==> config.mk <==
export PLATFORM = sky130hd
export DESIGN_NAME = pipelined_adder
export DESIGN_NICKNAME = d
export VERILOG_FILES = /design/src/rtl/pipelined_adder.sv
export SDC_FILE = /design/constraint.sdc
export NUM_CORES = 1
export LEC_CHECK = 0
export ABC_CLOCK_PERIOD_IN_PS = 2900
export BUFFER_PORTS_ARGS = -buffer_cell sky130_fd_sc_hd__buf_2
export CAP_MARGIN = 20
export CORE_MARGIN = 2
export CORE_UTILIZATION = 50
export DETAILED_ROUTE_END_ITERATION = 8
export MAX_ROUTING_LAYER = met4
export PLACE_DENSITY = 0.77
export SETUP_SLACK_MARGIN = 0.15
export SYNTH_ARGS = -nofsm -noshare
export SYNTH_HDL_FRONTEND = slang
export SYNTH_SLANG_ARGS = --single-unit
==> constraint.sdc <==
create_clock -name clk -period 2.9 [get_ports clk]
set_input_delay 0.29 -clock clk [delete_from_list [all_inputs] [get_ports clk]]
set_output_delay 0.29 -clock clk [all_outputs]
set_load 0.1 [all_outputs]
==> src/rtl/pipelined_adder.sv <==
// Carry-pipelined adder/subtractor: each stage adds one W-bit slice and registers its
// carry for the next stage, with a valid/ready handshake that stalls the whole pipe.
module pipelined_adder #(
    parameter int BITS   = 8,
    parameter int STAGES = 2
) (
    input  logic            clk,
    input  logic            rst_n,
    input  logic            in_valid,
    output logic            in_ready,
    input  logic [BITS-1:0] a,
    input  logic [BITS-1:0] b,
    input  logic            cin,
    input  logic            sub,
    output logic            out_valid,
    input  logic            out_ready,
    output logic [BITS-1:0] sum,
    output logic            cout,
    output logic            overflow
);
    localparam int W = BITS / STAGES;

    logic              advance;
    logic [STAGES-1:0] vld_q;

    assign advance   = !vld_q[STAGES-1] || out_ready;
    assign in_ready  = advance;
    assign out_valid = vld_q[STAGES-1];

    if (STAGES == 1) begin : g_vld
        always_ff @(posedge clk or negedge rst_n) begin
            if (!rst_n) begin
                vld_q <= '0;
            end else if (advance) begin
                vld_q <= in_valid;
            end
        end
    end else begin : g_vld
        always_ff @(posedge clk or negedge rst_n) begin
            if (!rst_n) begin
                vld_q <= '0;
            end else if (advance) begin
                vld_q <= {vld_q[STAGES-2:0], in_valid};
            end
        end
    end

    for (genvar k = 0; k < STAGES; k++) begin : g_stage
        localparam int LO = k * W;

        // Operand bits from this stage's slice upward; lower bits were consumed earlier.
        logic [BITS-LO-1:0] a_in;
        logic [BITS-LO-1:0] b_in;
        logic               sub_s;
        logic               ci_s;
        logic [W-1:0]       bx_s;
        logic [W:0]         add_s;
        logic [LO+W-1:0]    sum_d;
        logic [LO+W-1:0]    sum_q;
        logic               c_q;

        // ---- stage k input: ports for stage 0, skew registers of stage k-1 otherwise
        if (k == 0) begin : g_src
            assign a_in  = a;
            assign b_in  = b;
            assign sub_s = sub;
            assign ci_s  = cin ^ sub;
            assign sum_d = add_s[W-1:0];
        end else begin : g_src
            assign a_in  = g_stage[k-1].g_skew.a_q;
            assign b_in  = g_stage[k-1].g_skew.b_q;
            assign sub_s = g_stage[k-1].g_skew.sub_q;
            assign ci_s  = g_stage[k-1].c_q;
            assign sum_d = {add_s[W-1:0], g_stage[k-1].sum_q};
        end

        assign bx_s  = b_in[W-1:0] ^ {W{sub_s}};
        assign add_s = {1'b0, a_in[W-1:0]} + {1'b0, bx_s} + {{W{1'b0}}, ci_s};

        // ---- stage k register: intermediate stages carry skew and partial sum
        if (k < STAGES - 1) begin : g_skew
            logic [BITS-LO-W-1:0] a_q;
            logic [BITS-LO-W-1:0] b_q;
            logic                 sub_q;

            always_ff @(posedge clk) begin
                if (advance) begin
                    a_q   <= a_in[BITS-LO-1:W];
                    b_q   <= b_in[BITS-LO-1:W];
                    sub_q <= sub_s;
                    c_q   <= add_s[W];
                    sum_q <= sum_d;
                end
            end
        end else begin : g_last
            logic vin;
            logic ovf_q;
            logic carry_msb;

            if (k == 0) begin : g_vin
                assign vin = in_valid;
            end else begin : g_vin
                assign vin = vld_q[k-1];
            end

            // Carry into the MSB recovered from the MSB's own sum bit.
            assign carry_msb = add_s[W-1] ^ a_in[W-1] ^ bx_s[W-1];

            // Output register only loads valid slots so results hold across bubbles.
            always_ff @(posedge clk or negedge rst_n) begin
                if (!rst_n) begin
                    sum_q <= '0;
                    c_q   <= 1'b0;
                    ovf_q <= 1'b0;
                end else if (advance && vin) begin
                    sum_q <= sum_d;
                    c_q   <= add_s[W];
                    ovf_q <= carry_msb ^ add_s[W];
                end
            end
        end
    end

    assign sum      = g_stage[STAGES-1].sum_q;
    assign cout     = g_stage[STAGES-1].c_q;
    assign overflow = g_stage[STAGES-1].g_last.ovf_q;

endmodule

==> impl_metrics.json <==
{
  "synth_area_um2": 1220,
  "post_cts_buffers": 0,
  "crit_path_max_fanout": 4,
  "cts_tree": "built",
  "viasPerCell": 4.90,
  "wl_um": 1750,
  "final_cell_mix": "buf_2 (33), edfxtp_1 (14), dfrtp_1 (12), xor2_1 (11), mux2_2 (7)",
  "seq_area_frac_synth_pct": 59.1,
  "grt_usage_pct": 15.0,
  "synth_seq_cells": 26,
  "clockBufferDepth": 2,
  "hp-start": "b[5]",
  "avgSynthCellArea_um2": 14.5,
  "grt-ovfl-total": 0,
  "final_common_cell": "buf_2",
  "reg2reg_setup_slack_ns": 0.60,
  "met3_usage_pct": 2.54,
  "use_met1_pct": 17.9,
  "final_antenna_net_count": 0,
  "layout.nets": 153,
  "status": "completed",
  "power_uw": 1530,
  "fillers": 178,
  "num_rows": 17,
  "final_cell_area_um2": 1470,
  "grt_max_degree": 19,
  "rsz0062_at_grt": "false",
  "syn_inst": 84,
  "grt_pass1_wl_um": 2990,
  "cts.root.buffer_cell": "clkbuf_4",
  "cts_max_level": 1,
  "grt_pass1_vias": 714,
  "placed_area_um2": 1410,
  "dp_hpwl_um": 1420,
  "finalCritPeriodShare_pct": 79.2,
  "gr-max-usage-layer": "met2",
  "p_leak_uw": 0.000682,
  "worstHoldEndpoint": "g_stage[0].g_skew.b_q[1]$_DFFE_PN_",
  "core_um2": 2250,
  "wl_per_cell_um": 11.8,
  "grt_use_met2_pct": 25.7,
  "reg2reg_depth": 9,
  "vdd_drop_max_uv": 623,
  "die_w_um": 53.4,
  "period_needed_ns": 2.30,
  "port_buffers": 33,
  "setup_viol": 0,
  "start_kind": "flip-flop",
  "drtPass1Iterations": 4,
  "synth_cell_types": 16,
  "cp_data_required_time_ns": 3.09,
  "slew_headroom_pct": 67.6,
  "fmax_ghz": 0.435,
  "drv_cap": 0,
  "antenna_found_initial": 0,
  "whs_ns": 0.149,
  "hold_path_depth": 1,
  "r2r_end": "overflow$_DFFE_PN0P_",
  "hold_class": "primary input to flip-flop",
  "finClkSkew_ns": 0.00496,
  "arrival_ns": 2.49,
  "first_iter_violations": 13,
  "io_pins": 34,
  "maxSlewViolCount": 0,
  "cp-end-kind": "flip-flop",
  "start_util_pct": 54.1,
  "clkSinkCount": 26,
  "syn_nets": 116,
  "via_count": 725,
  "criticalPathCategory": "flip-flop to flip-flop",
  "antennaDiodeCount": 0,
  "route.detailed.drc": 0,
  "layout-drive-gt1-share_pct": 37.5,
  "die_height_um": 53.4,
  "ys_warn_count": 0,
  "clk_latency_ns": 0.31,
  "setup_tns_ns": 0,
  "reg2reg_from": "g_stage[0].g_skew.sub_q$_DFFE_PN_",
  "numCtsBuffers": 3,
  "die_area_um2": 2850,
  "path_clk_slew_ns": 0.14,
  "place.gp.congestion": 0.810,
  "hold_viol": 0,
  "power_density_nw_per_um2": 1040,
  "worstMarginPinSlew_ns": 0.490,
  "syn2layout_area_growth_pct": 20.6
}
per-layer routing:
layer  part of all wire, %  vias to the layer above  routed length, um
met4                   1.1                        0                 19
met3                   4.2                        2                 73
met2                    51                       22                895
met5                     0                        -                  0
li1                      -                      359                  -
met1                    43                      342                760
critical path, stage by stage (launching register included):
cell      delay, ns
edfxtp_1       0.50
xnor2_1        0.23
fa_1           0.23
inv_1          0.06
fa_1           0.40
a21o_1         0.18
a21oi_1        0.23
xnor2_1        0.16
xnor2_1        0.14
o21ai_1        0.07
logic make-up (layout without fill, tap and decap cells):
logic type      Yosys count  count (layout)  synth area share [%]
flops                    26              26                  59.1
xor+xnor                 16              16                  11.5
compound gates           12              12                  5.74
fa+ha+maj                10              10                  12.7
simple gates              8               8                  2.87
mux                       7               7                  6.46
buf+inv                   5              41                  1.64
worst max-delay path by stage:
stage / to / slack, ns / cells after the start / from
floorplan: sum[3]$_DFFE_PN0P_ / 0.22 / 4 / vld_q[1]$_DFFE_PN0N_
global placement: overflow$_DFFE_PN0P_ / 0.73 / 9 / g_stage[0].g_skew.sub_q$_DFFE_PN_
detailed placement: overflow$_DFFE_PN0P_ / 0.60 / 9 / g_stage[0].g_skew.sub_q$_DFFE_PN_
CTS: overflow$_DFFE_PN0P_ / 0.58 / 9 / g_stage[0].g_skew.sub_q$_DFFE_PN_
global route: overflow$_DFFE_PN0P_ / 0.43 / 9 / g_stage[0].g_skew.sub_q$_DFFE_PN_
finish: overflow$_DFFE_PN0P_ / 0.60 / 9 / g_stage[0].g_skew.sub_q$_DFFE_PN_
synthesized netlist by cell type:
cell      count  area [um2]
clkbuf_1      1        3.75
xnor2_1       5        43.8
fa_1          4        80.1
o21ai_0       4        20.0
ha_1          6        75.1
nand2b_1      2        12.5
buf_2         1        5.00
dfrtp_1      12         300
mux2_2        7        78.8
edfxtp_1     14         420
o21ai_1       1        5.00
a21o_1        4        30.0
inv_1         3        11.3
xor2_1       11        96.3
a21oi_1       3        15.0
nand2_1       6        22.5
cell type report:
cell class	count	area (um2)	area share, %
Clock buffer	4	47.5	3.23
Inverter	3	11.3	0.765
Multi-Input combinational cell	53	482	32.7
Sequential cell	26	721	49.0
Tap cell	28	35.0	2.38
Timing Repair Buffer	34	175	11.9
through the flow:
| stage | utilization [%] | setup slack (ns) | instances |
|---|---|---|---|
| 6_report | 65.3 | 0.603 | 148 |
| 5_1_grt | 65.3 | 0.432 | 148 |
| 4_1_cts | 65.3 | 0.581 | 148 |
| 3_5_place_dp | 62.7 | 0.602 | 143 |
| 3_3_place_gp | 62.7 | 0.735 | 143 |
| 2_1_floorplan | - | 0.221 | 84 |
registers in the layout, indices dropped and copies added, names as in the netlist:
register              flops
g_stage.c_q               1
g_stage.g_skew.sub_q      1
g_stage.g_skew.b_q        4
overflow                  1
cout                      1
vld_q                     2
g_stage.sum_q             4
sum                       8
g_stage.g_skew.a_q        4
what timing repair did:
| action | 4_1_cts | 5_1_grt |
|---|---|---|
| hold endpoints to repair | 12 | 0 |
| resized for setup | 0 | 0 |
| hold buffers | 1 | 0 |
power breakdown:
part,internal (uW),switching (uW)
Clock,105,99.5
Combinational,164,625
Sequential,492,42.5
Total,761,767
(Power assumes the default switching activity.)
